--- config.mk ---
export PLATFORM = sky130hd
export DESIGN_NAME = fetch_sequencer
export DESIGN_NICKNAME = d
export VERILOG_FILES = /design/src/rtl/fetch_sequencer_pkg.sv /design/src/rtl/fetch_sequencer_return_stack.sv /design/src/rtl/fetch_sequencer.sv
export SDC_FILE = /design/constraint.sdc
export NUM_CORES = 1
export LEC_CHECK = 0
export ABC_AREA = 1
export CORE_UTILIZATION = 55
export DETAILED_ROUTE_END_ITERATION = 8
export PLACE_DENSITY_LB_ADDON = 0.12
export SLEW_MARGIN = 20
export SYNTH_ARGS = -nofsm -noshare
export SYNTH_HDL_FRONTEND = slang
export SYNTH_HIERARCHICAL = 1
export SYNTH_SLANG_ARGS = --single-unit
--- constraint.sdc ---
create_clock -name clk -period 3.1 [get_ports clk]
set_input_delay 0.62 -clock clk [delete_from_list [all_inputs] [get_ports clk]]
set_output_delay 0.62 -clock clk [all_outputs]
set_load 0.005 [all_outputs]
--- src/rtl/fetch_sequencer_pkg.sv ---
// -----------------------------------------------------------------------------
// fetch_pkg
//   Shared definitions for the instruction-fetch front end: the one-hot
//   execution phases, the NOP/RETURN opcodes, the branch class codes and
//   the opcode match helpers used by the sequencer.
// -----------------------------------------------------------------------------
package fetch_pkg;

   // One-hot execution phase; bit0 = Q1. The encoding doubles as the
   // decoder clock enables, so the enum value is driven out directly.
   typedef enum logic [3:0] {
      Q1 = 4'b0001,
      Q2 = 4'b0010,
      Q3 = 4'b0100,
      Q4 = 4'b1000
   } phase_t;

   localparam logic [7:0] OP_NOP    = 8'h00;
   localparam logic [7:0] OP_RETURN = 8'h80;

   localparam logic [2:0] CLS_GOTO = 3'b101;
   localparam logic [2:0] CLS_CALL = 3'b100;

   function automatic logic is_return(input logic [7:0] inst);
      return inst == OP_RETURN;
   endfunction

   function automatic logic is_goto(input logic [7:0] inst);
      return inst[7:5] == CLS_GOTO;
   endfunction

   // CALL 0 shares its encoding with RETURN, so a zero target is never a call.
   function automatic logic is_call(input logic [7:0] inst);
      return (inst[7:5] == CLS_CALL) && (inst[4:0] != 5'd0);
   endfunction

endpackage

--- src/rtl/fetch_sequencer_return_stack.sv ---
// -----------------------------------------------------------------------------
// return_stack
//   Hardware LIFO of return addresses with a circular pointer.
//   A push while full overwrites the oldest entry and sets the sticky ovf
//   flag. A pop while empty returns nothing useful, parks the pointer at 0
//   and sets the sticky unf flag. Flags clear only on rst.
//
// Ports
//   clk, rst    clock, asynchronous active-high reset
//   push        write push_data at the pointer and advance it
//   pop         step the pointer back (pop_data is valid in the same cycle)
//   push_data   return address to save
//   pop_data    entry below the pointer (top of stack), combinational
//   empty       no outstanding pushes
//   ovf, unf    sticky overflow / underflow flags
// push and pop are never asserted together by the sequencer; push wins.
// -----------------------------------------------------------------------------
module return_stack #(
   parameter int STACK_DEPTH = 2,
   parameter int PC_W        = 8
) (
   input  logic            clk,
   input  logic            rst,
   input  logic            push,
   input  logic            pop,
   input  logic [PC_W-1:0] push_data,
   output logic [PC_W-1:0] pop_data,
   output logic            empty,
   output logic            ovf,
   output logic            unf
);

   localparam int PTR_W = (STACK_DEPTH > 1) ? $clog2(STACK_DEPTH) : 1;
   // Nesting depth is tracked past STACK_DEPTH so that pops after an
   // overflow keep returning (wrapped) entries until the true depth is used up.
   localparam int CNT_W = PC_W + 1;
   localparam logic [PTR_W-1:0] SP_MAX  = PTR_W'(STACK_DEPTH - 1);
   localparam logic [CNT_W-1:0] CNT_CAP = {CNT_W{1'b1}};

   logic [PC_W-1:0]  entries [STACK_DEPTH];
   logic [PTR_W-1:0] sp;
   logic [PTR_W-1:0] sp_inc;
   logic [PTR_W-1:0] sp_dec;
   logic [CNT_W-1:0] depth;
   logic             full;

   assign sp_inc   = (sp == SP_MAX) ? '0 : sp + PTR_W'(1);
   assign sp_dec   = (sp == '0) ? SP_MAX : sp - PTR_W'(1);
   assign pop_data = entries[sp_dec];
   assign empty    = (depth == '0);
   assign full     = (depth >= CNT_W'(STACK_DEPTH));

   always_ff @(posedge clk or posedge rst) begin
      if (rst) begin
         sp    <= '0;
         depth <= '0;
         ovf   <= 1'b0;
         unf   <= 1'b0;
         for (int i = 0; i < STACK_DEPTH; i++) begin
            entries[i] <= '0;
         end
      end else if (push) begin
         entries[sp] <= push_data;
         sp          <= sp_inc;
         if (full) begin
            ovf <= 1'b1;
         end
         if (depth != CNT_CAP) begin
            depth <= depth + CNT_W'(1);
         end
      end else if (pop) begin
         if (empty) begin
            sp  <= '0;
            unf <= 1'b1;
         end else begin
            sp    <= sp_dec;
            depth <= depth - CNT_W'(1);
         end
      end
   end

endmodule

--- src/rtl/fetch_sequencer.sv ---
// -----------------------------------------------------------------------------
// fetch_sequencer
//   Instruction fetch / sequencing front end. Rotates the four one-hot
//   phases, holds the program counter, fetches from program memory and
//   loads the instruction register. Fetch of I(n+1) overlaps execution of
//   I(n); taken branches and skips replace the prefetched word with NOP.
//
// Ports
//   clk, rst     clock, asynchronous active-high reset
//   halt         freezes the phase counter and all state while high
//   skip_req     discard the prefetched instruction (sampled at the Q4 edge)
//   prog_data    program-memory read data (combinational from prog_addr)
//   prog_addr    program-memory address (= pc)
//   pc           program counter
//   phase_q      one-hot phase, bit0 = Q1
//   inst_reg     instruction currently executing
//   stack_ovf    sticky: CALL with the return stack full
//   stack_unf    sticky: RETURN with the return stack empty
// -----------------------------------------------------------------------------
module fetch_sequencer
   import fetch_pkg::*;
#(
   parameter int PC_W        = 8,
   parameter int STACK_DEPTH = 2
) (
   input  logic            clk,
   input  logic            rst,
   input  logic            halt,
   input  logic            skip_req,
   input  logic [7:0]      prog_data,
   output logic [PC_W-1:0] prog_addr,
   output logic [PC_W-1:0] pc,
   output logic [3:0]      phase_q,
   output logic [7:0]      inst_reg,
   output logic            stack_ovf,
   output logic            stack_unf
);

   phase_t          phase_r;
   phase_t          phase_next;
   logic            step;
   logic [PC_W-1:0] pc_r;
   logic [PC_W-1:0] pc_next;
   logic [PC_W-1:0] target;
   logic [7:0]      inst_r;
   logic [7:0]      inst_next;
   logic            push;
   logic            pop;
   logic [PC_W-1:0] pop_data;
   logic            stack_empty;

   // Phase state register.
   always_ff @(posedge clk or posedge rst) begin
      if (rst) begin
         phase_r <= Q1;
      end else if (!halt) begin
         phase_r <= phase_next;
      end
   end

   // Phase next-state.
   always_comb begin
      phase_next = Q1;
      case (phase_r)
         Q1:      phase_next = Q2;
         Q2:      phase_next = Q3;
         Q3:      phase_next = Q4;
         Q4:      phase_next = Q1;
         default: phase_next = Q1;
      endcase
   end

   // Architectural state only moves on the unhalted Q4 edge.
   assign step   = (phase_r == Q4) && !halt;
   assign target = PC_W'(inst_r[4:0]);

   // Control-flow resolution; branches take priority over skip_req.
   always_comb begin
      pc_next   = pc_r + PC_W'(1);
      inst_next = prog_data;
      push      = 1'b0;
      pop       = 1'b0;
      if (is_return(inst_r)) begin
         pop       = step;
         pc_next   = stack_empty ? '0 : pop_data;
         inst_next = OP_NOP;
      end else if (is_goto(inst_r)) begin
         pc_next   = target;
         inst_next = OP_NOP;
      end else if (is_call(inst_r)) begin
         push      = step;
         pc_next   = target;
         inst_next = OP_NOP;
      end else if (skip_req) begin
         inst_next = OP_NOP;
      end
   end

   always_ff @(posedge clk or posedge rst) begin
      if (rst) begin
         pc_r   <= '0;
         inst_r <= OP_NOP;
      end else if (step) begin
         pc_r   <= pc_next;
         inst_r <= inst_next;
      end
   end

   // pc already points at the return address (the word after the CALL).
   return_stack #(
      .STACK_DEPTH (STACK_DEPTH),
      .PC_W        (PC_W)
   ) u_return_stack (
      .clk       (clk),
      .rst       (rst),
      .push      (push),
      .pop       (pop),
      .push_data (pc_r),
      .pop_data  (pop_data),
      .empty     (stack_empty),
      .ovf       (stack_ovf),
      .unf       (stack_unf)
   );

   assign phase_q   = phase_r;
   assign pc        = pc_r;
   assign prog_addr = pc_r;
   assign inst_reg  = inst_r;

endmodule

* Word-level counts from Yosys, hierarchy flattened
Index checks and enable logic that the tools add are counted.
** Operators by class
- Add/subtract/negate cells :: 5
- Multiply operators :: 0
- Divide/modulo/power cells :: 0
- Order comparisons :: 4
- Equality and inequality tests :: 10
- Shifts and indexed selects :: 0
- Mux-type cells :: 28
- Bitwise logic cells :: 3
- Reductions and logical operators :: 10
** Operators with widths (count)
- 2-to-1 mux 8 bit :: 12
- 2-to-1 mux 9 bit :: 4
- bitwise mux 16 bit :: 1
- case mux 4 bit (3 select lines) :: 1
- adder 9 x 1 -> 9 bit, second input constant :: 1
- greater-or-equal comparator 9 x 2 -> 1 bit, second input constant :: 1
- zero test 9 bit :: 1
- 2-to-1 mux 1 bit :: 9
- != test 9 bit, second input constant :: 1
- subtractor 9 x 1 -> 9 bit, second input constant :: 1
- adder 8 x 1 -> 8 bit, second input constant :: 1
- demux 8 bit (select 1 bit) :: 1
- == test 8 bit, second input constant :: 1
- == test 3 bit, second input constant :: 2
- AND reduction 3 bit :: 2
- nonzero test 5 bit :: 1
- == test 4 x 1 -> 1 bit, second input constant :: 1
- == test 4 x 2 -> 1 bit, second input constant :: 1
- == test 4 x 3 -> 1 bit, second input constant :: 1
- == test 4 bit, second input constant :: 1
- greater-or-equal comparator 2 bit, second input constant :: 2
- inverter 1 -> 2 bit :: 2
- logical AND 1 bit :: 3
- < comparator 2 x 1 -> 1 bit, second input constant :: 1
- other kinds (8) :: 8
** Word-level totals
- Register bits :: 48
- Latch bits :: 0
- Memory bits (writable) :: 0
- Memory bits (read-only) :: 0
- Input port bits :: 12
- Output and inout bits :: 30
- Logic and storage cells :: 69
- Memories kept :: 0

* Logic depth before layout (Yosys ltp)
Gate-level depths: netlist (run 1).
- Depth in word-level cells :: 8
- Gate-level depth with buffers :: 15
- Gate-level depth less buffers :: 15

* Modules after synthesis
The synthesis (run 1) kept the hierarchy.
** By module, submodules not included
- return_stack :: instances 1, cells each 214, area each 1697.9 um^2, seq. area each 700.7 um^2
- fetch_sequencer :: instances 1, cells each 174, area each 1293.7 um^2, seq. area each 501.7 um^2

* Worst setup path before layout (run 1)
No wires, ideal clock.
- Path kind :: input to register
- From :: input port halt
- To :: register u_return_stack.depth[7]
- Setup time :: 0.117 ns
- Arrival :: 2.527 ns
- Data required time :: 2.983 ns
- Setup slack :: 0.456 ns
- Stages :: 14
- Buffers on the path :: 0
- Path through :: inv_2 > nand2_2 > nor2_8 > nand3_1 > a31oi_1 > inv_2 > ha_1 > or2_2 > nand3_1 > nand2_1 > nand2_1 > nand2_1 > nand2_1 > nand2_1
** Between the ends
- Word-level cells in the longest chain between the ends :: 7
- Elaborated cells between the ends (all ways) :: 11
- Those cells by class :: eq/ne: 2; mux: 5; reduce/logical: 4
** RTL lines
- from (decl) :: line fetch_sequencer.sv:28 : input logic halt,
- zero test 1 bit * :: line fetch_sequencer.sv:74 : assign step = (phase_r == Q4) && !halt;
- logical AND 1 bit * :: line fetch_sequencer.sv:74
- 2-to-1 mux 1 bit * :: line fetch_sequencer.sv:90 : end else if (is_call(inst_r)) begin
- 2-to-1 mux 1 bit * :: line fetch_sequencer.sv:87 : end else if (is_goto(inst_r)) begin
- 2-to-1 mux 1 bit * :: line fetch_sequencer.sv:83 : if (is_return(inst_r)) begin
- named net push :: line fetch_sequencer.sv:47 : logic push;
- != test 2 x 1 -> 1 bit (no line) (tied with other cells)
- AND reduction 3 bit (no line)
- to (signal assigned) :: line fetch_sequencer_return_stack.sv:69 : depth <= depth + CNT_W'(1);
- to (signal assigned) :: line fetch_sequencer_return_stack.sv:77 : depth <= depth - CNT_W'(1);
- to (decl) :: line fetch_sequencer_return_stack.sv:44 : logic [CNT_W-1:0] depth;
Mark *: on every way through the listed nets, which the timed path passes. The rest lies on a longest branch.
A chain may end at the register's enable or synchronous reset.

* Worst setup path after layout (run 1)
- From :: input port halt
- To :: register u_return_stack.depth[8]
Same word-level chain as after synthesis.

==> results of run 1 <==
==> critical path: cells and delay by family <==
kind                       cells  cell delay, ns
buffers and inverters          3            0.65
adders and majority gates      1            0.35
and+or+nand+nor               10            0.96
AOI/OAI and AO/OA              1            0.25
==> Yosys cell counts (all sizes together) <==
master  number
nand2      121
inv         55
nand3       48
dfrtp       47
nor2        25
o21ai       25
buf         13
or2          9
ha           8
mux2         8
a21oi        7
nand4        5
nand3b       3
xnor2        3
a21boi       2
a31oi        2
clkbuf       2
dfstp        1
fa           1
nor3         1
o21bai       1
xor2         1
==> layer usage <==
metal	vias to the layer above	routed length [um]	part of all wire [%]	global-route usage, %
li1	1298	-	-	-
met1	1178	2995	49	34.42
met2	82	2790	45	35.89
met3	6	324	5.3	4.894
met4	0	61	0.99	6.173
met5	-	0	0	0
==> kinds of logic (layout without fill, tap and decap cells) <==
logic type | count (synthesis) | count (layout) | synth area share (%)
AND/OR/NAND/NOR | 212 | 212 | 33.25
buffers and inverters | 70 | 109 | 10.83
flip-flops | 48 | 48 | 40.19
AO/OA/AOI/OAI | 37 | 37 | 7.528
adder cells (fa/ha/maj) | 9 | 9 | 4.015
multiplexers | 8 | 8 | 3.011
XOR/XNOR | 4 | 4 | 1.171
==> cell usage in the layout, fill, tap and decap left out, drive strengths merged, types with 7 or more instances in the layout <==
cell	instances
clkdlybuf4s50	41
nor2	25
ha	8
a21oi	7
inv	55
nand2	121
nand3	48
or2	9
o21ai	25
dfrtp	47
mux2	8
==> per-stage QoR <==
stage,hold WS (ns),power [mW],utilization [%]
final,0.4777,2.948,67.71
after global routing,0.5129,3.222,67.71
after CTS,0.4837,2.959,67.71
after detailed placement,0.4617,2.562,65.92
after global placement,0.4465,2.533,65.92
after floorplan,0.4492,2.113,-
==> path summary, 6_finish.rpt <==
path                                         start                 endpoint  cells past startpoint
worst max-delay path                          halt  u_return_stack/depth[8]                     15
worst min-delay path            u_return_stack/unf       u_return_stack/unf                      2
worst max register to register          phase_q[2]  u_return_stack/depth[8]                     14
worst min register to register  u_return_stack/unf       u_return_stack/unf                      2
max in group asynchronous                      rst              inst_reg[2]                      2
min in group asynchronous                      rst  u_return_stack/depth[5]                      3
==> power by group through the flow <==
stage | Clock, mW | Combinational (mW) | Sequential [mW]
floorplan | 0 | 1.12 | 0.997
global route | 0.415 | 1.72 | 1.09
finish | 0.389 | 1.50 | 1.06
detailed placement | 0 | 1.49 | 1.07
CTS | 0.396 | 1.50 | 1.06
global placement | 0 | 1.47 | 1.06
==> area by class of cell <==
cell class | count | area, um^2
clock inverter | 3 | 23.77
sequential | 48 | 1202
fill | 440 | 1670
clock buffer | 5 | 68.82
inverter | 55 | 206.4
multi-input combinational | 270 | 1465
tap | 70 | 87.58
timing repair buffer | 46 | 447.9
==> results.toml, run 1 <==
[status]
status = "finished, final reports clean"

[final_layout]
top_regs = "u_return_stack/entries x16, u_return_stack/depth x9"
drive_above_1_share_pct = 12.41
num_antenna_cells = 0
nNetsFinal = 447
area_delta_synth_final_pct = 17.06
final_cells = 497
fin_area_mm2 = 0.003502
largest-register = "u_return_stack/entries"
largest_reg_flops = 16

[worst_setup_path]
required_ns = 3.30
path_class = "input pin to flop"
cp_slowest_cell = "clkdlybuf4s50_1"
critPathMostFrequentCell = "nand2_1"
crit_path_cell_trace = "clkdlybuf4s50_1, inv_2, nand2_2, nor2_8, nand3_1, a31oi_1, inv_2, ha_1, or2_2, nand3_1, nand2_1, nand2_1, nand2_1, nand2_1, nand2_1"
crit_path_start_kind = "input pin"
r2r_setup_slack_ns = 0.66
critPathArrivalTime_ns = 2.84
max_stage_delay_ns = 0.43
path_max_fanout = 7
setup.worst_path.end_class = "flop"

[yosys]
synth_nets = 409
ys_types = 36
synth_area_leaders = "dfrtp_1 39%, nand2_1 15%, nand3_1 7.7%, inv_1 6.4%, ha_1 3.3%"
synth_cells = 388
yosys_warnings = 6
syn_avg_cell_area_um2 = 7.710
synth_top_area_share_pct = 39.31
ys_ff_latch = 48
syn_area_mm2 = 0.002992
seq_area_frac_synth_pct = 40.19
yosysTopAreaCell = "dfrtp_1"

[sta]
fmax_mhz = 377.7
relSlewSlack_pct = 47.22
hold_viol_final = 0
rsz0062_at_grt = "false"
slew_viol_final = 0
worst_slack_ns = 0.4523
worst_slew_pin_slew_ns = 0.7909
finalCritPeriodShare_pct = 85.41
post-route-min-period_ns = 2.648
setup_viol = 0
fin_setup_tns_ns = 0
fin_worst_skew_ns = 0.01124

[run]
maxCapViolations = 0

[global_route]
antenna_found_initial = 0
grt_max_degree = 29
grt_pass1_vias = 2279
grt_usage_pct = 23.67
grt_pass1_wl_mm = 10.36
grt-ovfl-total = 0

[placement]
place_ws_ns = 0.1214
portBuffers = 41
dp.cells = 489
gp_congestion = 0.8871
hpwlAfterDp_mm = 4.641
placed_area_mm2 = 0.003410

[route]
finalWirelength_mm = 6.171
antenna_left = 0
via_per_inst = 5.159
drt_iter0_drc = 180
first_pass_iters = 4
drcViolationCount = 0
vias = 2564
wire_per_inst_um = 12.42

[power_and_ir_drop]
switching_share_pct = 42.96
p_int_mw = 1.681
power_frac_clock_pct = 13.2
power_density_mw_per_mm2 = 841.8
p_leak_nw = 1.808
combPwrFrac_pct = 50.8
seq_power_share_pct = 36.0
switching_power_mw = 1.267
ir_worst_vdd_mv = 0.4994

[cts]
numCtsBuffers = 5
worstSkewPairLatency_ns = 0.31
htreeDepth = 2
cts_root_buf = "clkbuf_8"
cts_setup_buffers = 0
cts_tree = "built"
cts_resized = 0
hold_buffers = 0
clk_pin_slew_worst_paths_ns = 0.09
cts_buffer_depth = 2
cts.sinks = 48

[die]
io_pins = 42
core_area_mm2 = 0.005172
row_count = 26
die_width_um = 75.75
die_h_um = 75.75
die_area_mm2 = 0.005738
start_util_pct = 57.84

[hold_path]
hp-class = "flop to flop"
Power figures use the tool's default switching activity.
==> run 2, diff against run 1 <==
Settings changed: ABC_AREA 1 to default, CORE_UTILIZATION 55 to 54.
==> run 2 against run 1 <==
Sequential share of layout area down 0.59 points; first-iteration DRC count up 19%; synthesized area down 8.9%; sequential cell count unchanged; fmax down 10%; worst setup slack worse by 0.30 ns; critical endpoint unchanged; power down 38%; hold slack about the same; largest power group is now sequential cells; critical path depth down 5.
==> results.toml, run 2 <==
[global_route]
antenna_found_initial = 0
grt_pass1_wl_mm = 10.12
grt_usage_pct = 24.85
grt-ovfl-total = 0
grt_max_degree = 29
grt_pass1_vias = 2069

[sta]
slew_viol_final = 0
finalCritPeriodShare_pct = 95.02
post-route-min-period_ns = 2.945
worst_slew_pin_slew_ns = 0.8099
relSlewSlack_pct = 45.94
rsz0062_at_grt = "false"
fmax_mhz = 339.5
fin_setup_tns_ns = 0
hold_viol_final = 0
fin_worst_skew_ns = 0.009720
setup_viol = 0

[cts]
cts_buffer_depth = 2
cts_tree = "built"
numCtsBuffers = 5
cts_root_buf = "clkbuf_8"
worstSkewPairLatency_ns = 0.31
cts.sinks = 48
clk_pin_slew_worst_paths_ns = 0.09
htreeDepth = 2

[worst_setup_path]
path_class = "flop to flop"
path_max_fanout = 7
critPathArrivalTime_ns = 3.17
setup.worst_path.end_class = "flop"
crit_path_start_kind = "flop"
required_ns = 3.32

[yosys]
yosys_warnings = 6
synthTopCellsByCount = "47 x dfrtp_1, 29 x nand2_1, 25 x mux2_2"
yosysTopAreaCell = "dfrtp_1"
seq_area_frac_synth_pct = 44.12
ys.flop_type = "dfrtp_1"
synth_top_area_share_pct = 43.16
synth_edf_count = 0
syn_area_mm2 = 0.002725
syn_avg_cell_area_um2 = 10.36
synth_area_leaders = "dfrtp_1 43%, mux2_2 10%, nand2_1 4.0%, ha_1 3.7%, mux2_4 3.3%"
synth_nets = 284
synth_cells = 263
yosysMostFrequentCell = "dfrtp_1"
ys_ff_latch = 48
ys_types = 50
synthArstFlopShare_pct = 100.0

[hold_path]
hp-class = "flop to flop"

[final_layout]
largest-register = "u_return_stack/entries"
final_cells = 392
drive_above_1_share_pct = 28.00
num_antenna_cells = 0
largest_reg_flops = 16
final_common_cell = "dfrtp_1"
area_delta_synth_final_pct = 30.76
nNetsFinal = 345
top_regs = "u_return_stack/entries x16, u_return_stack/depth x9"
layout_common_cells = "47 x dfrtp_1, 40 x clkdlybuf4s50_1, 29 x nand2_1"

[route]
wire_per_inst_um = 15.52
drt_iter0_drc = 214
via_per_inst = 5.722
vias = 2243
antenna_left = 0
drcViolationCount = 0
first_pass_iters = 5
finalWirelength_mm = 6.082

[power_and_ir_drop]
p_leak_nw = 1.648
ir_worst_vdd_mv = 0.4524
power_density_mw_per_mm2 = 510.2

[placement]
dp.cells = 383
portBuffers = 41
gp_congestion = 0.8451
hpwlAfterDp_mm = 4.487

[die]
start_util_pct = 56.94
row_count = 25
die_area_mm2 = 0.005335
io_pins = 42
core_area_mm2 = 0.004786
die_width_um = 73.04
die_h_um = 73.04

[status]
status = "finished, final reports clean"

[run]
maxCapViolations = 0
-- run 2: changes by cell type after synthesis, sizes merged, moves of 6 or more --
cell and delta:
a21oi +6, inv -45, mux2 +23, nand2 -92
nand3 -33, nor2 -8, nor3 +6, o21ai -12
or2 -8
-- run 2: layout make-up --
type                    count  area (um^2)
clock buffers               5        68.82
well taps                  67        83.83
inverters                  10        45.04
repair buffers             69        623.1
fillers                   365         1222
clock inverters             3        42.54
multi-input cells         190         1498
flip-flops and latches     48         1202
-- run 2: kinds of logic after synthesis --
| family | synth area share [%] |
|---|---|
| buffers and inverters | 4.591 |
| AO/OA/AOI/OAI | 12.76 |
| adder cells (fa/ha/maj) | 4.408 |
| XOR/XNOR | 2.571 |
| flip-flops | 44.12 |
| AND/OR/NAND/NOR | 17.17 |
| multiplexers | 14.37 |
-- run 2: what timing repair did --
item | CTS | global route
endpoints found under the setup margin | 1 | 3
hold buffers | 0 | 0
buffers inserted | 0 | 1
pin swaps | 1 | 2
gates resized for setup | 0 | 3
-- run 2: path summary, 6_finish.rpt --
check / startpoint / end / slack [ns] / cells after the start
min in group asynchronous: rst / u_return_stack/sp / 0.71 / 3
setup reg to reg: inst_reg[1] / u_return_stack/depth[8] / 0.15 / 10
setup / recovery: inst_reg[1] / u_return_stack/depth[8] / 0.15 / 10
hold reg to reg: u_return_stack/unf / u_return_stack/unf / 0.48 / 1
hold / removal: u_return_stack/unf / u_return_stack/unf / 0.48 / 1
max in group asynchronous: rst / inst_reg[7] / 1.79 / 2
-- run 2: power by group --
part           leakage, nW  internal [mW]  switching (mW)
logic                0.945          0.310           0.251
registers            0.649          0.701           0.101
clock network       0.0541          0.239           0.216
-- run 2: critical path: stages, from the launching register on --
cell,delay (ns)
dfrtp_1,0.43
or4_4,0.55
nor2_1,0.19
nor2_4,0.07
buf_4,0.17
fa_1,0.43
nand2b_1,0.19
a211oi_2,0.24
a31oi_1,0.20
o21ba_2,0.24
a32oi_1,0.15
-- run 2: through the flow --
| stage | hold slack, ns | util [%] | area, um^2 | power (mW) | worst slack (ns) |
|---|---|---|---|---|---|
| global route | 0.5082 | 74.46 | 3563 | 1.912 | 0.03134 |
| floorplan | 0.4590 | - | 2830 | 1.070 | 0.01504 |
| finish | 0.4776 | 74.46 | 3563 | 1.818 | 0.1545 |
| CTS | 0.4781 | 73.99 | 3541 | 1.823 | 0.008605 |
| detailed placement | 0.4581 | 71.66 | 3430 | 1.368 | -0.3464 |
| global placement | 0.4509 | 71.66 | 3430 | 1.355 | -0.3016 |
-- run 2: per-layer routing --
| layer | vias up | track usage (%) | wire length (um) |
|---|---|---|---|
| met1 | 1111 | 33.09 | 2721 |
| met4 | 0 | 8.061 | 82 |
| met2 | 61 | 41.87 | 3086 |
| li1 | 1062 | - | - |
| met3 | 9 | 3.315 | 191 |
| met5 | - | 0 | 0 |
